===== config.mk =====
export PLATFORM = sky130hd
export DESIGN_NAME = serial_word_receiver_flat
export DESIGN_NICKNAME = d
export VERILOG_FILES = /design/src/rtl/serial_link_pkg.sv /design/src/rtl/serial_word_receiver_if.sv /design/src/rtl/serial_word_receiver_word_hold_buf.sv /design/src/rtl/serial_word_receiver.sv /design/src/flat_wrapper.sv
export SDC_FILE = /design/constraint.sdc
export NUM_CORES = 1
export LEC_CHECK = 0
export BUFFER_PORTS_ARGS = -buffer_cell sky130_fd_sc_hd__buf_2
export CAP_MARGIN = 20
export CELL_PAD_IN_SITES_DETAIL_PLACEMENT = 0
export CELL_PAD_IN_SITES_GLOBAL_PLACEMENT = 1
export CORE_UTILIZATION = 44
export CTS_CLUSTER_SIZE = 12
export DETAILED_ROUTE_END_ITERATION = 10
export PLACE_DENSITY_LB_ADDON = 0.1
export SYNTH_ARGS = -nofsm -noshare
export SYNTH_HDL_FRONTEND = slang
export SYNTH_HIERARCHICAL = 1
export SYNTH_SLANG_ARGS = --single-unit

===== constraint.sdc =====
create_clock -name clk -period 4.9 [get_ports clk]
set_clock_uncertainty 0.2 [all_clocks]
set_input_delay 0.735 -clock clk [delete_from_list [all_inputs] [get_ports clk]]
set_output_delay 0.735 -clock clk [all_outputs]
set_load 0.01 [all_outputs]

===== src/rtl/serial_link_pkg.sv =====
// Shared definitions for the serial link: the bit-order encoding used on both
// ends of the link, and the receiver state type.
package serial_link_pkg;

    localparam logic DIR_LSB_FIRST = 1'b0;
    localparam logic DIR_MSB_FIRST = 1'b1;

    typedef enum logic {
        RX_IDLE  = 1'b0,
        RX_SHIFT = 1'b1
    } rx_state_t;

endpackage


===== src/rtl/serial_word_receiver_if.sv =====
// Serial-in / parallel-out bundle of the word receiver. The slave modport is the
// receiver's view and the master modport is the view of whatever drives it.
interface serial_word_receiver_if #(
    parameter int WIDTH = 4
) ();

    logic             s_in;
    logic             s_valid;
    logic             frame_start;
    logic             dir;
    logic [WIDTH-1:0] p_out;
    logic             p_valid;
    logic             p_ready;
    logic             busy;
    logic             overrun;
    logic             clr_ovr;

    modport slave (
        input  s_in, s_valid, frame_start, dir, p_ready, clr_ovr,
        output p_out, p_valid, busy, overrun
    );

    modport master (
        output s_in, s_valid, frame_start, dir, p_ready, clr_ovr,
        input  p_out, p_valid, busy, overrun
    );

endinterface


===== src/rtl/serial_word_receiver_word_hold_buf.sv =====
// One-entry valid/ready holding register for completed words. A word that
// arrives while the entry is full and not being drained is dropped and flagged.
module word_hold_buf #(
    parameter int WIDTH = 4
) (
    input  logic             clk,
    input  logic             rest_n,
    input  logic             load_valid,
    input  logic [WIDTH-1:0] load_word,
    input  logic             p_ready,
    input  logic             clr_ovr,
    output logic [WIDTH-1:0] p_out,
    output logic             p_valid,
    output logic             overrun
);

    logic can_load;
    logic drop;

    // A drain in the same cycle frees the entry, so back-to-back words never bubble.
    assign can_load = !p_valid || p_ready;
    assign drop     = load_valid && !can_load;

    always_ff @(posedge clk or negedge rest_n) begin
        if (!rest_n) begin
            p_out   <= '0;
            p_valid <= 1'b0;
            overrun <= 1'b0;
        end else begin
            if (load_valid && can_load) begin
                p_out   <= load_word;
                p_valid <= 1'b1;
            end else if (p_valid && p_ready) begin
                p_valid <= 1'b0;
            end

            // A new drop outranks a clear arriving in the same cycle.
            if (drop) begin
                overrun <= 1'b1;
            end else if (clr_ovr) begin
                overrun <= 1'b0;
            end
        end
    end

endmodule


===== src/rtl/serial_word_receiver.sv =====
// Deserialiser: collects WIDTH accepted bits into a word (LSB- or MSB-first,
// chosen at the first bit) and hands it to a one-entry output buffer.
module serial_word_receiver
    import serial_link_pkg::*;
#(
    parameter int WIDTH = 4,
    localparam int CNT_W = $clog2(WIDTH + 1)
) (
    input  logic                   clk,
    input  logic                   rest_n,
    serial_word_receiver_if.slave  bus
);

    rx_state_t        state_reg;
    logic [CNT_W-1:0] cnt_reg;
    logic [WIDTH-1:0] shift_reg;
    logic             dir_q_reg;

    logic             start;
    logic             eff_dir;
    logic [WIDTH-1:0] base;
    logic [WIDTH-1:0] rshift;
    logic [WIDTH-1:0] lshift;
    logic [WIDTH-1:0] shift_next;
    logic [CNT_W-1:0] cnt_next;
    logic             word_done;

    // frame_start restarts a partial word as bit 0, exactly as a fresh word from IDLE.
    assign start   = (state_reg == RX_IDLE) || bus.frame_start;
    assign eff_dir = start ? bus.dir : dir_q_reg;
    assign base    = start ? '0 : shift_reg;

    genvar gi;
    generate
        for (gi = 0; gi < WIDTH; gi++) begin : g_shift
            if (gi == WIDTH - 1) begin : g_rtop
                assign rshift[gi] = bus.s_in;
            end else begin : g_rmid
                assign rshift[gi] = base[gi+1];
            end
            if (gi == 0) begin : g_lbot
                assign lshift[gi] = bus.s_in;
            end else begin : g_lmid
                assign lshift[gi] = base[gi-1];
            end
        end
    endgenerate

    assign shift_next = (eff_dir == DIR_MSB_FIRST) ? lshift : rshift;
    assign cnt_next   = start ? CNT_W'(1) : cnt_reg + CNT_W'(1);
    assign word_done  = bus.s_valid && (cnt_next == CNT_W'(WIDTH));

    always_ff @(posedge clk or negedge rest_n) begin
        if (!rest_n) begin
            state_reg <= RX_IDLE;
            cnt_reg   <= '0;
            shift_reg <= '0;
            dir_q_reg <= DIR_LSB_FIRST;
        end else if (bus.s_valid) begin
            dir_q_reg <= eff_dir;
            shift_reg <= shift_next;
            if (word_done) begin
                state_reg <= RX_IDLE;
                cnt_reg   <= '0;
            end else begin
                state_reg <= RX_SHIFT;
                cnt_reg   <= cnt_next;
            end
        end
    end

    assign bus.busy = (state_reg == RX_SHIFT);

    word_hold_buf #(
        .WIDTH (WIDTH)
    ) u_hold_buf (
        .clk        (clk),
        .rest_n     (rest_n),
        .load_valid (word_done),
        .load_word  (shift_next),
        .p_ready    (bus.p_ready),
        .clr_ovr    (bus.clr_ovr),
        .p_out      (bus.p_out),
        .p_valid    (bus.p_valid),
        .overrun    (bus.overrun)
    );

endmodule


===== src/flat_wrapper.sv =====
// flat-port wrapper written by rule: the top's interface ports become plain ports
module serial_word_receiver_flat import serial_link_pkg::*;
#(
    parameter int WIDTH = 4,
    localparam int CNT_W = $clog2(WIDTH + 1)
)
  (clk, rest_n, bus_s_in, bus_s_valid, bus_frame_start, bus_dir, bus_p_ready, bus_clr_ovr, bus_p_out, bus_p_valid, bus_busy, bus_overrun);
  serial_word_receiver_if #(.WIDTH(WIDTH)) bus_i ();
  input  logic clk;
  input  logic rest_n;
  input wire logic [$bits(bus_i.s_in)-1:0] bus_s_in;
  input wire logic [$bits(bus_i.s_valid)-1:0] bus_s_valid;
  input wire logic [$bits(bus_i.frame_start)-1:0] bus_frame_start;
  input wire logic [$bits(bus_i.dir)-1:0] bus_dir;
  input wire logic [$bits(bus_i.p_ready)-1:0] bus_p_ready;
  input wire logic [$bits(bus_i.clr_ovr)-1:0] bus_clr_ovr;
  output wire logic [$bits(bus_i.p_out)-1:0] bus_p_out;
  output wire logic [$bits(bus_i.p_valid)-1:0] bus_p_valid;
  output wire logic [$bits(bus_i.busy)-1:0] bus_busy;
  output wire logic [$bits(bus_i.overrun)-1:0] bus_overrun;
  assign bus_i.s_in = bus_s_in;
  assign bus_i.s_valid = bus_s_valid;
  assign bus_i.frame_start = bus_frame_start;
  assign bus_i.dir = bus_dir;
  assign bus_i.p_ready = bus_p_ready;
  assign bus_i.clr_ovr = bus_clr_ovr;
  assign bus_p_out = bus_i.p_out;
  assign bus_p_valid = bus_i.p_valid;
  assign bus_busy = bus_i.busy;
  assign bus_overrun = bus_i.overrun;
  serial_word_receiver #(.WIDTH(WIDTH)) u_core (.clk(clk), .rest_n(rest_n), .bus(bus_i));
endmodule

==> qor.txt <==
Crit Path Max Fanout - 4
switch share - 31.2%
post-layout util - 56.3%
total congestion overflow - 0
via count - 519
RSZ-0062 raised after global routing - false
post-synth top area share - 48.4%
I/O Buffers - 14
Pins Over Slew Limit - 0
post-synthesis cell count - 64
PnR Total Power - 0.359 mW
clock sinks - 15
Leakage - 0.445 nW
num ports - 15
Final Wtd Congestion - 0.733
Rel. slew slack - 69.5%
antenna violations before repair - 0
worst slack, placed - 2.62 ns
final worst path period need - 2.09 ns
Max-Cap Viols - 0
CTS resizes - 0
Clock transition at path regs - 0.09 ns
fraction of layout cells with a size suffix above 1 - 45.7%
Final Cycle Share - 42.6%
Critical Path Sink Type - flop
clk_lat worst skew - 0.28 ns
Vias/cell - 5.35
CTS max path bufs - 2
WP data required - 4.87 ns
Inst Count DP - 93
Synth Register Bits - 15
Die Wd - 44.0 um
Peak supply drop - 0.270 mV
most common cell in the netlist - dfrtp_1
Avg WL per Cell - 13.8 um
Initial Util - 49.2%
global-route wire length before repair - 2290 um
Fin. Hold Viols - 0
core footprint - 1580 um2
Remaining DRCs - 0
post-CTS setup buffers - 0
HP Class - in2async
status - completed
final std cells w/o fill - 97
DP HPWL - 991 um
maximum clock rate - 0.479 GHz
Fillers - 148
area of the die - 1940 um2
Yosys cell types - 23
H-tree depth - 1
P_sw - 0.112 mW
net count reported at finish - 91
# hold bufs at CTS - 0
# diodes - 0
Post-synth top flop - dfrtp_1
GRT Total Usage - 17.0%
vias in the first global route - 496
die height - 44.0 um
total CTS buffers - 3
Final TNS setup - 0 ns
internal power - 0.247 mW
Synth Cell Area - 776 um2
top post-synthesis cells by count - 15 x dfrtp_1, 7 x nand2_1, 6 x mux2_4
WP data arrival - 2.06 ns
cell taking the most area after synthesis - dfrtp_1
Synth area leaders - dfrtp_1 48%, mux2_4 12%, mux2_2 4.4%
CTS tree - built
clock power share - 20.3%
synthesized net count - 73
Reg power frac - 47.8%
First DRT Iteration DRCs - 8
power density over cell area - 405 nW/um2
TritonRoute pass-1 iters - 4
final worst slack - 2.81 ns
final setup fails - 0
number of synthesized flops with an enable pin - 0
Async SR Flop Fraction - 100%
Worst Setup Start Kind - flop
combinational share of power - 31.9%
WL final - 1340 um
Least-Margin Pin Slew - 0.456 ns
Seq/Total Area, Yosys - 48.4%
Avg Cell Area, Syn - 12.1 um2
row cnt - 14
Ys Warns - 6
area growth from synthesis to layout - 14.4%
largest net degree at the start of global routing - 16
Worst Setup Path Type - reg2reg
Antenna Nets Post-Route - 0
Root Buffer Master - clkbuf_4
==> cell families after synthesis <==
group	Yosys count	synth area share, %
and+or+nand+nor	24	19.7
DFF	15	48.4
muxes	12	20.0
AOI/OAI and AO/OA	6	6.61
buffers and inverters	5	2.58
xor gates and xnor gates	1	1.13
adders and majority gates	1	1.61
==> power groups by stage <==
stage	clock, mW	sequential (mW)	combinational [mW]
after floorplan	0	0.179	0.0766
after global placement	0	0.174	0.115
after detailed placement	0	0.175	0.115
after CTS	0.0760	0.172	0.116
after global routing	0.0802	0.175	0.126
final	0.0730	0.172	0.115
==> cell usage in the layout, fill, tap and decap left out, types with 2 or more instances in the layout <==
cell,Yosys,layout
dfrtp_1,15,15
o22ai_1,3,3
nand3_1,2,2
a31oi_2,2,2
inv_1,4,4
nor2_1,4,4
mux2_2,3,3
nor2_2,2,2
mux2i_1,2,2
nand2_2,2,2
mux2_4,6,6
clkbuf_4,0,3
buf_2,1,14
nand2b_4,2,2
nand2_1,7,7
==> stage by stage <==
step	hold slack [ns]	instance area, um2
6_report	0.144	887
2_1_floorplan	0.239	776
3_5_place_dp	0.289	861
4_1_cts	0.145	887
3_3_place_gp	0.289	861
5_1_grt	0.157	887
==> final timing paths <==
kind / start / slack [ns] / endpoint / depth (start not counted)
max reg2reg: u_core/cnt_reg[0] / 2.81 / u_core/u_hold_buf/p_out[3] / 5
min reg2reg: u_core/u_hold_buf/p_out[3] / 0.31 / u_core/u_hold_buf/p_out[3] / 1
max in group asynchronous: rest_n / 4.10 / u_core/u_hold_buf/p_out[3] / 1
max: u_core/cnt_reg[0] / 2.81 / u_core/u_hold_buf/p_out[3] / 5
min: rest_n / 0.14 / u_core/cnt_reg[2] / 1
min in group clk: u_core/u_hold_buf/p_out[3] / 0.31 / u_core/u_hold_buf/p_out[3] / 1
==> metal layers <==
metal  GRT usage (%)  up-vias  wire [um]
met5               0        -          0
met4            9.09        0          9
met3            3.75        2         71
met2            25.4       13        624
met1            23.1      248        632
li1                -      256          -
==> layout make-up <==
class	instances	area (um2)	share of cell area (%)
Timing Repair Buffer	14	70.1	7.90
Inverter	4	15.0	1.69
Sequential cell	15	375	42.3
Clock buffer	4	26.3	2.96
Tap cell	16	20.0	2.26
Multi-Input combinational cell	44	380	42.9
==> worst max-delay path, stage by stage, from the launching register on <==
cell and delay [ns]:
dfrtp_1 0.42, ha_1 0.31, nand2b_1 0.17, nor4b_2 0.43, nand2_4 0.13, mux2_4 0.32
(Power assumes the default switching activity.)
